**src/rtl/rx_cw_dw.sv**
```systemverilog
// rtl/rx_cw_dw.sv - Manchester-II command/data word receiver
// Ports:
//   clk, rst_n   : clock (rising edge), synchronous active-low reset
//   txen, rxd    : asynchronous frame enable and Manchester-II line
//   DAT          : data field of the last completed word (even on error)
//   CW_RX, DW_RX : last error-free command word / data word
//   cw           : type of last completed word (1 = CW, 0 = DW)
//   rdy          : one-clock pulse per completed word
//   err          : parity or Manchester violation, valid with rdy
//   busy         : receiver is not idle
module rx_cw_dw #(
  parameter int H   = 8,
  parameter int TOL = 2
) (
  input  logic        clk,
  input  logic        rst_n,
  input  logic        txen,
  input  logic        rxd,
  output logic [15:0] DAT,
  output logic [15:0] CW_RX,
  output logic [15:0] DW_RX,
  output logic        cw,
  output logic        rdy,
  output logic        err,
  output logic        busy
);

  localparam int RUNW = $clog2(3*H + TOL + 2);
  localparam int PW   = $clog2(2*H);

  localparam logic [RUNW-1:0] RUN_ONE  = RUNW'(1);
  localparam logic [RUNW-1:0] RUN_LO   = RUNW'(3*H - TOL);
  localparam logic [RUNW-1:0] RUN_HI   = RUNW'(3*H + TOL);
  localparam logic [RUNW-1:0] RUN_SAT  = RUNW'(3*H + TOL + 1);
  localparam logic [RUNW-1:0] RUN_SEND = RUNW'(3*H - 1);
  localparam logic [PW-1:0]   P_A      = PW'(H/2);
  localparam logic [PW-1:0]   P_B      = PW'(H + H/2);
  localparam logic [PW-1:0]   P_END    = PW'(2*H - 1);
  localparam logic [4:0]      K_LAST   = 5'd16;

  typedef enum logic [1:0] {S_IDLE, S_SYNC1, S_SYNC2, S_DATA} state_t;

  logic            r_rxd_m, r_rs, r_txen_m, r_ts;
  state_t          r_state, w_state_nxt;
  logic            r_lvl, w_lvl_nxt;
  logic [RUNW-1:0] r_run, w_run_nxt;
  logic            r_type, w_type_nxt;
  logic [PW-1:0]   r_p, w_p_nxt;
  logic [4:0]      r_k, w_k_nxt;
  logic            r_a, w_a_nxt;
  logic            r_b, w_b_nxt;
  logic [15:0]     r_sr, w_sr_nxt;
  logic            r_merr, w_merr_nxt;
  logic            w_done;
  logic            w_trans;
  logic [16:0]     w_sr_shift;
  logic            w_merr_bit;
  logic            w_err;

  logic [15:0]     r_dat, r_cw_rx, r_dw_rx;
  logic            r_cw, r_rdy, r_err;

  // Shift-in of the current bit; at completion this holds D15..D0 followed by P.
  assign w_sr_shift = {r_sr, r_a};
  assign w_merr_bit = r_merr | (r_a == r_b);
  assign w_err      = w_merr_bit | ~(^w_sr_shift);
  assign w_trans    = (r_rs != r_lvl);

  always_comb begin
    w_state_nxt = r_state;
    w_lvl_nxt   = r_lvl;
    w_run_nxt   = r_run;
    w_type_nxt  = r_type;
    w_p_nxt     = r_p;
    w_k_nxt     = r_k;
    w_a_nxt     = r_a;
    w_b_nxt     = r_b;
    w_sr_nxt    = r_sr;
    w_merr_nxt  = r_merr;
    w_done      = 1'b0;

    case (r_state)
      S_IDLE: begin
        if (r_ts) begin
          w_lvl_nxt   = r_rs;
          w_run_nxt   = RUN_ONE;
          w_state_nxt = S_SYNC1;
        end
      end

      S_SYNC1: begin
        if (!w_trans) begin
          if (r_run != RUN_SAT) begin
            w_run_nxt = r_run + RUN_ONE;
          end
        end else if (r_run >= RUN_LO && r_run <= RUN_HI) begin
          w_type_nxt  = r_lvl;
          w_lvl_nxt   = r_rs;
          w_run_nxt   = RUN_ONE;
          w_state_nxt = S_SYNC2;
        end else begin
          w_lvl_nxt = r_rs;
          w_run_nxt = RUN_ONE;
        end
      end

      S_SYNC2: begin
        if (w_trans && r_run < RUN_LO) begin
          w_lvl_nxt   = r_rs;
          w_run_nxt   = RUN_ONE;
          w_state_nxt = S_SYNC1;
        end else if (r_run == RUN_SEND) begin
          // This edge consumes the last sample of the second sync level.
          w_state_nxt = S_DATA;
          w_run_nxt   = '0;
          w_p_nxt     = '0;
          w_k_nxt     = '0;
          w_merr_nxt  = 1'b0;
        end else begin
          w_run_nxt = r_run + RUN_ONE;
        end
      end

      S_DATA: begin
        if (r_p == P_A) w_a_nxt = r_rs;
        if (r_p == P_B) w_b_nxt = r_rs;
        if (r_p == P_END) begin
          w_p_nxt    = '0;
          w_sr_nxt   = w_sr_shift[15:0];
          w_merr_nxt = w_merr_bit;
          if (r_k == K_LAST) begin
            w_done   = 1'b1;
            w_k_nxt  = '0;
            w_sr_nxt = '0;
            if (r_ts) begin
              // run=0 with lvl = last P sample: the next sample either
              // extends this level (run becomes 1) or resyncs to a new one.
              w_state_nxt = S_SYNC1;
              w_lvl_nxt   = r_rs;
              w_run_nxt   = '0;
            end else begin
              w_state_nxt = S_IDLE;
            end
          end else begin
            w_k_nxt = r_k + 5'd1;
          end
        end else begin
          w_p_nxt = r_p + PW'(1);
        end
      end

      default: w_state_nxt = S_IDLE;
    endcase

    // Frame enable gone: abandon whatever was in progress.
    if (!r_ts && !w_done) begin
      w_state_nxt = S_IDLE;
    end
  end

  always_ff @(posedge clk) begin
    if (!rst_n) begin
      r_rxd_m  <= 1'b0;
      r_rs     <= 1'b0;
      r_txen_m <= 1'b0;
      r_ts     <= 1'b0;
      r_state  <= S_IDLE;
      r_lvl    <= 1'b0;
      r_run    <= '0;
      r_type   <= 1'b0;
      r_p      <= '0;
      r_k      <= '0;
      r_a      <= 1'b0;
      r_b      <= 1'b0;
      r_sr     <= '0;
      r_merr   <= 1'b0;
      r_dat    <= '0;
      r_cw_rx  <= '0;
      r_dw_rx  <= '0;
      r_cw     <= 1'b0;
      r_rdy    <= 1'b0;
      r_err    <= 1'b0;
    end else begin
      r_rxd_m  <= rxd;
      r_rs     <= r_rxd_m;
      r_txen_m <= txen;
      r_ts     <= r_txen_m;
      r_state  <= w_state_nxt;
      r_lvl    <= w_lvl_nxt;
      r_run    <= w_run_nxt;
      r_type   <= w_type_nxt;
      r_p      <= w_p_nxt;
      r_k      <= w_k_nxt;
      r_a      <= w_a_nxt;
      r_b      <= w_b_nxt;
      r_sr     <= w_sr_nxt;
      r_merr   <= w_merr_nxt;
      r_rdy    <= w_done;
      if (w_done) begin
        r_dat <= w_sr_shift[16:1];
        r_cw  <= r_type;
        r_err <= w_err;
        if (!w_err) begin
          if (r_type) r_cw_rx <= w_sr_shift[16:1];
          else        r_dw_rx <= w_sr_shift[16:1];
        end
      end
    end
  end

  assign DAT   = r_dat;
  assign CW_RX = r_cw_rx;
  assign DW_RX = r_dw_rx;
  assign cw    = r_cw;
  assign rdy   = r_rdy;
  assign err   = r_err;
  assign busy  = (r_state != S_IDLE);

endmodule
```
**config.mk**
```make
export PLATFORM = sky130hd
export DESIGN_NAME = rx_cw_dw
export DESIGN_NICKNAME = d
export VERILOG_FILES = /design/src/rtl/rx_cw_dw.sv
export SDC_FILE = /design/constraint.sdc
export NUM_CORES = 1
export LEC_CHECK = 0
export ABC_AREA = 1
export CORE_MARGIN = 3
export CORE_UTILIZATION = 57
export CTS_BUF_LIST = sky130_fd_sc_hd__clkbuf_8
export CTS_CLUSTER_SIZE = 24
export DETAILED_ROUTE_END_ITERATION = 10
export PLACE_DENSITY = 0.88
export SLEW_MARGIN = 20
export SYNTH_ARGS = -nofsm -noshare
export SYNTH_HDL_FRONTEND = slang
export SYNTH_SLANG_ARGS = --single-unit
```
**constraint.sdc**
```tcl
create_clock -name clk -period 2.14 [get_ports clk]
set_input_delay 0.214 -clock clk [delete_from_list [all_inputs] [get_ports clk]]
set_output_delay 0.214 -clock clk [all_outputs]
set_load 0.005 [all_outputs]
```
==> metrics, run 1 <==
Avg Cell Area, Syn=6.88 sq um; crit end category=flop; Area growth, synth to finish=21.2%; GP Congestion=0.905; Initial DRC Count=307; number of diodes=0; Clock Tree Root=clkbuf_8; clk buf depth=2; Worst Max-Slew Pin Slew=0.823 ns; GRT overflow=0; fin crit share=98.2%; simple-gate portion of the synthesized area=31.3%; CTS sink cnt=92; vias=4297; Cell variety after synth=37; post-route cell area=5310 sq um; Gate Count Post-Synth=637; drt first pass iters=6; startpoint class of the critical path=flop; die area=8780 sq um; outcome=finished clean; Mapped Area=4380 sq um; adder-cell share of the synthesized area=3.14%; largest fanout on the critical path=15; port bufs=55; PD cells=562 nW/um^2; final hold violations=0; drt drc=0; fin util=72.1%; first-pass GRT wire length=17400 microns; fmax=476 MHz; ys async rst share=0%; register area share after synthesis=42.0%; Post-synth EDFFs=0; HP Start=rst_n; Compound-Gate Fraction of Synth Area=10.3%; CP Data Required Time=2.40 ns; Buffers & Inverters on Critical Path=2; max-slew violations=0; xor/xnor cell area share of the yosys netlist=2.77%; Worst Path Arrival=2.36 ns; post-synth net total=652; Core Area=7370 sq um; fin nets=706; pin count of the biggest net entering global routing=62; Max-Slew Margin vs Limit=45.1%; worst min path class=in2reg; mux contribution to synthesized area=0%; slowest stage delay, CP=0.39 ns; Die Width=93.7 microns; wire per inst=14.4 microns; Primary FF master, synth=dfxtp_1; largest family of logic cells by synthesized area=simple AND/OR/NAND/NOR gates; reg2reg start=r_p[0]$_SDFFE_PN0P_; Clock transition at path regs=0.10 ns; min Tclk post-route=2.10 ns; Syn. warnings=0; Tot GR Track Use=24.4%; commonest non-fill, non-tap cell in the layout=nand2_1; Worst Setup SP=r_p[0]$_SDFFE_PN0P_; initial antenna violation count=0; setup_tns=0 ns; #FFs+latches synth=92; Reg2Reg Depth=10; share of cells above drive strength 1=10.4%; Vert. Die Dim=93.7 microns; Max Clock Skew=0.0155 ns; P_leak=2.42 nW; CTS tree=done; row count=31; number of global-route vias before repair=3935; DRT Wirelength=11400 microns; DRT antenna net count=0; I/O pins=56; TritonCTS Buffers=9; Detailed Place HPWL=7290 microns; setup violators final=0; RR Endpoint=DW_RX[7]$_SDFFE_PN0P_; Peak VDD IR=0.000451 V; CP cell instances=ha_1, nand3_2, nor2_2, inv_2, nor2_4, inv_2, nor2_4, nand4_4, nor2_1, nor2_1; Post-DP Area=4980 sq um; Starting Density=59.5%; delay-heaviest family, CP=simple AND/OR/NAND/NOR gates; H-tree depth=3; Via density=5.41; R2R Setup Slk=0.04 ns; Clock Latency Late Sink=0.36 ns; CP max-delay cell=dfxtp_1; hold endpoint=r_sr[1]$_SDFFE_PN0P_; Crit Path Class=reg2reg; Max Cap Violations=0; commonest non-fill, non-tap cells in the layout=nand2_1 (191), nor2_1 (88), dfxtp_1 (84); hold-critical path depth=3
==> metal layers <==
| metal | routed length (microns) | up-vias | global-route usage, % |
|---|---|---|---|
| met5 | 0 | - | 0 |
| met4 | 307 | 0 | 8.06 |
| met3 | 923 | 42 | 4.49 |
| met2 | 5490 | 214 | 42.4 |
| met1 | 4700 | 1947 | 30.2 |
| li1 | - | 2094 | - |
==> flip-flops by register name (all words and copies together), names as in the netlist, 2 cells and up <==
signal,cells
DAT,16
r_sr,16
r_run,5
CW_RX,16
r_state,2
DW_RX,16
r_p,4
r_k,5
==> power by group <==
part,internal (mW),switching (mW)
Sequential,1.72,0.00661
Combinational,0.0219,0.0484
Clock,0.570,0.622
==> cells by family after synthesis <==
logic type	Yosys count
AOI/OAI and AO/OA	86
xor gates and xnor gates	13
adders and majority gates	11
buffers and inverters	108
DFF	92
and+or+nand+nor	327
==> repair_timing <==
item                                    4_1_cts  5_1_grt
hold buffers                                  0        0
resized for setup                             0       19
setup buffers                                 0        1
endpoints found under the setup margin        0       41
==> per-stage QoR <==
| step | hold slack, ns | std cells | setup WS (ns) | power, mW |
|---|---|---|---|---|
| detailed placement | 0.403 | 774 | 0.0734 | 1.83 |
| global placement | 0.395 | 774 | 0.133 | 1.83 |
| CTS | 0.322 | 789 | 0.0397 | 2.98 |
| finish | 0.331 | 794 | 0.0383 | 2.99 |
| global route | 0.335 | 794 | -0.0774 | 3.06 |
| floorplan | 0.312 | 637 | 0.316 | 1.81 |
==> worst max-delay path by stage <==
stage / to / depth (start not counted) / slack, ns
floorplan: CW_RX[3]$_SDFFE_PN0P_ / 11 / 0.32
global placement: DW_RX[7]$_SDFFE_PN0P_ / 11 / 0.13
global route: DW_RX[7]$_SDFFE_PN0P_ / 10 / -0.08
CTS: r_run[4]$_SDFFE_PN0P_ / 11 / 0.04
finish: DW_RX[7]$_SDFFE_PN0P_ / 10 / 0.04
detailed placement: r_run[4]$_SDFFE_PN0P_ / 11 / 0.07
==> cells in the mapped netlist, types with 3 or more instances <==
cell type / n / area, sq um
nand2_1: 191 / 717
dfxtp_1: 92 / 1840
nor2_1: 90 / 338
inv_1: 65 / 244
a21oi_1: 49 / 245
o21ai_0: 26 / 130
nand3_1: 16 / 80.1
buf_2: 13 / 65.1
inv_2: 13 / 48.8
ha_1: 11 / 138
clkbuf_1: 8 / 30.0
nor3_1: 7 / 35.0
xnor2_1: 6 / 52.6
xor2_1: 6 / 52.6
buf_6: 4 / 45.0
nor2_2: 4 / 25.0
nand2_2: 3 / 18.8
nand3_2: 3 / 30.0
nor4_1: 3 / 18.8
==> layout make-up <==
cell class,instances,area (sq um)
clock inverter,5,61.3
tap,99,124
fill,566,2060
sequential,92,1850
clock buffer,10,138
multi-input combinational,441,2200
timing repair buffer,67,636
inverter,80,300
==> worst reg2reg max path, stage by stage (launching register included) <==
cell     delay, ns
dfxtp_1       0.39
ha_1          0.23
nand3_2       0.12
nor2_2        0.14
inv_2         0.06
nor2_4        0.09
inv_2         0.11
nor2_4        0.26
nand4_4       0.28
nor2_1        0.24
nor2_1        0.09
(Power assumes the default switching activity.)
==> run 2, diff against run 1 <==
Settings changed: GPL_TIMING_DRIVEN from default to 1.
==> results of run 2 <==
No change in the layout: final DEF, timing and power equal those of run 1.
==> run 3, diff against run 2 <==
Settings changed: GPL_TIMING_DRIVEN 1 to 0.
==> run 3 against run 2 <==
Against the previous run: hold slack improved by 0.037 ns; largest power group unchanged; utilization rose by 0.31 points; sequential power barely moved; sequential share of layout area fell by 0.19 points; worst setup slack improved by 0.050 ns.
==> metrics, run 3 (same netlist as run 1, synthesis figures left out) <==
Via density=5.36 (-1.0%); Clock Latency Late Sink=0.39 ns (+0.03 ns); fmax=487 MHz (+2.4%); Placement Setup Slack=-0.0473 ns (-0.121 ns); Buffers & Inverters on Critical Path=4 (+2); Net Sw Frac=23.2% (+0.56 points); setup_tns=0 ns (unchanged); fin nets=719 (+1.8%); Area growth, synth to finish=21.7%; hold-critical path depth=3 (unchanged); non-filler cells, final=808 (+1.8%); commonest non-fill, non-tap cells in the layout=nand2_1 (191), nor2_1 (89), dfxtp_1 (86); critical path depth in cells=12 (+2); Crit Path Class=reg2reg; share of power burned in registers=55.1% (-2.6 points); Clock Power Share=42.4% (+2.5 points); Worst Max-Slew Pin Slew=0.700 ns (-0.123 ns); drt first pass iters=5 (-1); Clock transition at path regs=0.10 ns (about the same); TritonCTS Buffers=9 (unchanged); startpoint class of the critical path=flop; drt drc=0 (unchanged); CP cell instances=ha_4, inv_2, nor2_2, inv_2, nor2_4, inv_2, nor2_4, nand4_4, buf_6, nand2_1, nand2_1, nor2_1; CTS sink cnt=92 (unchanged); final hold slack=0.369 ns (+0.0371 ns); CTS tree=done; I/O pins=56 (unchanged); Worst Path Arrival=2.38 ns (+0.02 ns); DRT Wirelength=11500 microns (+1.0%); Max Clock Skew=0.0183 ns (+0.00280 ns); H-tree depth=3 (unchanged); share of cells above drive strength 1=11.1% (+0.78 points); most frequent CP cell=inv_2; setup violators final=0 (unchanged); min Tclk post-route=2.05 ns (-0.0497 ns); Reg2Reg Depth=12 (+2); largest fanout on the critical path=10 (-5); clk buf depth=2 (unchanged); Initial DRC Count=323 (+5.2%); Peak VDD IR=0.000455 V (+0.95%); Die Width=93.7 microns (unchanged); fin util=72.4% (+0.31 points); PD cells=587 nW/um^2 (+4.4%); die area=8780 sq um (unchanged); Max-Slew Margin vs Limit=53.2% (+8.1 points); P_leak=2.49 nW (+2.9%); port bufs=54 (-1.8%); # fillers=561 (-0.88%); slowest stage delay, CP=0.42 ns (+0.03 ns); vias=4328 (+0.72%); Detailed Place HPWL=7960 microns (+9.2%); first-pass GRT wire length=18000 microns (+3.5%); Tot GR Track Use=26.0% (+1.6 points); Clock Tree Root=clkbuf_8; Starting Density=59.5% (unchanged); min setup slack post-route=0.0880 ns (+0.0497 ns); Post-CTS Hold Buffers=0 (unchanged); Placed Instances=790 (+2.1%); Max Cap Violations=0 (unchanged); wire per inst=14.3 microns (-0.73%); total net switching power=0.728 mW (+7.5%); Vert. Die Dim=93.7 microns (unchanged); CP Data Required Time=2.47 ns (+0.07 ns); fin crit share=95.9% (-2.3 points); number of diodes=0 (unchanged); GRT overflow=0 (unchanged); DRT antenna net count=0 (unchanged); commonest non-fill, non-tap cell in the layout=nand2_1; initial antenna violation count=0 (unchanged); CP max-delay cell=dfxtp_2; final hold violations=0 (unchanged); outcome=finished clean; Core Area=7370 sq um (unchanged); max-slew violations=0 (unchanged); GP Congestion=0.839 (-7.3%); Logic pwr share=2.5% (about the same); number of global-route vias before repair=4019 (+2.1%); worst min path class=in2reg; delay-heaviest family, CP=simple AND/OR/NAND/NOR gates; pin count of the biggest net entering global routing=17 (-73%); Internal Dissipation=2.40 mW (+4.1%); row count=31 (unchanged); crit end category=flop
-- run 3: cell count changes in the layout (fill, tap and decap cells not counted), sizes merged --
cell / delta
clkbuf: +7
nand4: -4
clkinv: +1
clkinvlp: -1
bufinv: +1
buf: +9
inv: +1
-- run 3: final timing paths --
kind	from	endpoint	slack [ns]
worst max-delay path	r_state[0]$_SDFFE_PP0P_	DW_RX[9]$_SDFFE_PN0P_	0.09
worst min-delay path	rxd	r_rxd_m$_SDFF_PN0_	0.37
worst max register to register	r_state[0]$_SDFFE_PP0P_	DW_RX[9]$_SDFFE_PN0P_	0.09
worst min register to register	r_rxd_m$_SDFF_PN0_	r_rs$_SDFF_PN0_	0.43
-- run 3: power groups by stage --
stage	logic, mW	clock network (mW)	registers [mW]
floorplan	0.0496	0	1.76
global placement	0.0696	0	1.76
detailed placement	0.0731	0	1.76
CTS	0.0748	1.31	1.72
global route	0.0851	1.38	1.73
finish	0.0784	1.33	1.72
-- run 3: what timing repair did --
item | 4_1_cts | 5_1_grt
endpoints found under the hold margin | 0 | 0
setup buffers | 0 | 2
resized for setup | 3 | 16
pin swaps | 0 | 1
endpoints found under the setup margin | 40 | 58
-- run 3: final cells by class --
cell class              instances  area (sq um)  share of cell area, %
clock buffers                   9           124                   2.32
clock inverters                 7          97.6                   1.83
flip-flops and latches         92          1850                   34.7
repair buffers                 56           556                   10.4
well taps                      99           124                   2.32
multi-input cells             437          2120                   39.7
inverters                      80           300                   5.63
plain buffers                  28           165                   3.10
-- run 3: layer usage --
| layer | wire length, microns | track usage [%] |
|---|---|---|
| met2 | 5540 | 44.5 |
| met5 | 0 | 0 |
| met4 | 416 | 12.0 |
| met3 | 848 | 4.25 |
| met1 | 4730 | 31.8 |
-- run 3: worst reg2reg max path, cell delays in order (launching register included) --
cell and delay [ns]:
dfxtp_2 0.42, ha_4 0.20, inv_2 0.06, nor2_2 0.13
inv_2 0.10, nor2_4 0.16, inv_2 0.14, nor2_4 0.16
nand4_4 0.17, buf_6 0.21, nand2_1 0.08, nand2_1 0.06
nor2_1 0.11
-- run 3: per-stage QoR --
stage,total power [mW],area [sq um]
2_1_floorplan,1.81,4380
3_3_place_gp,1.83,5050
3_5_place_dp,1.84,5050
4_1_cts,3.11,5280
5_1_grt,3.19,5330
6_report,3.13,5330
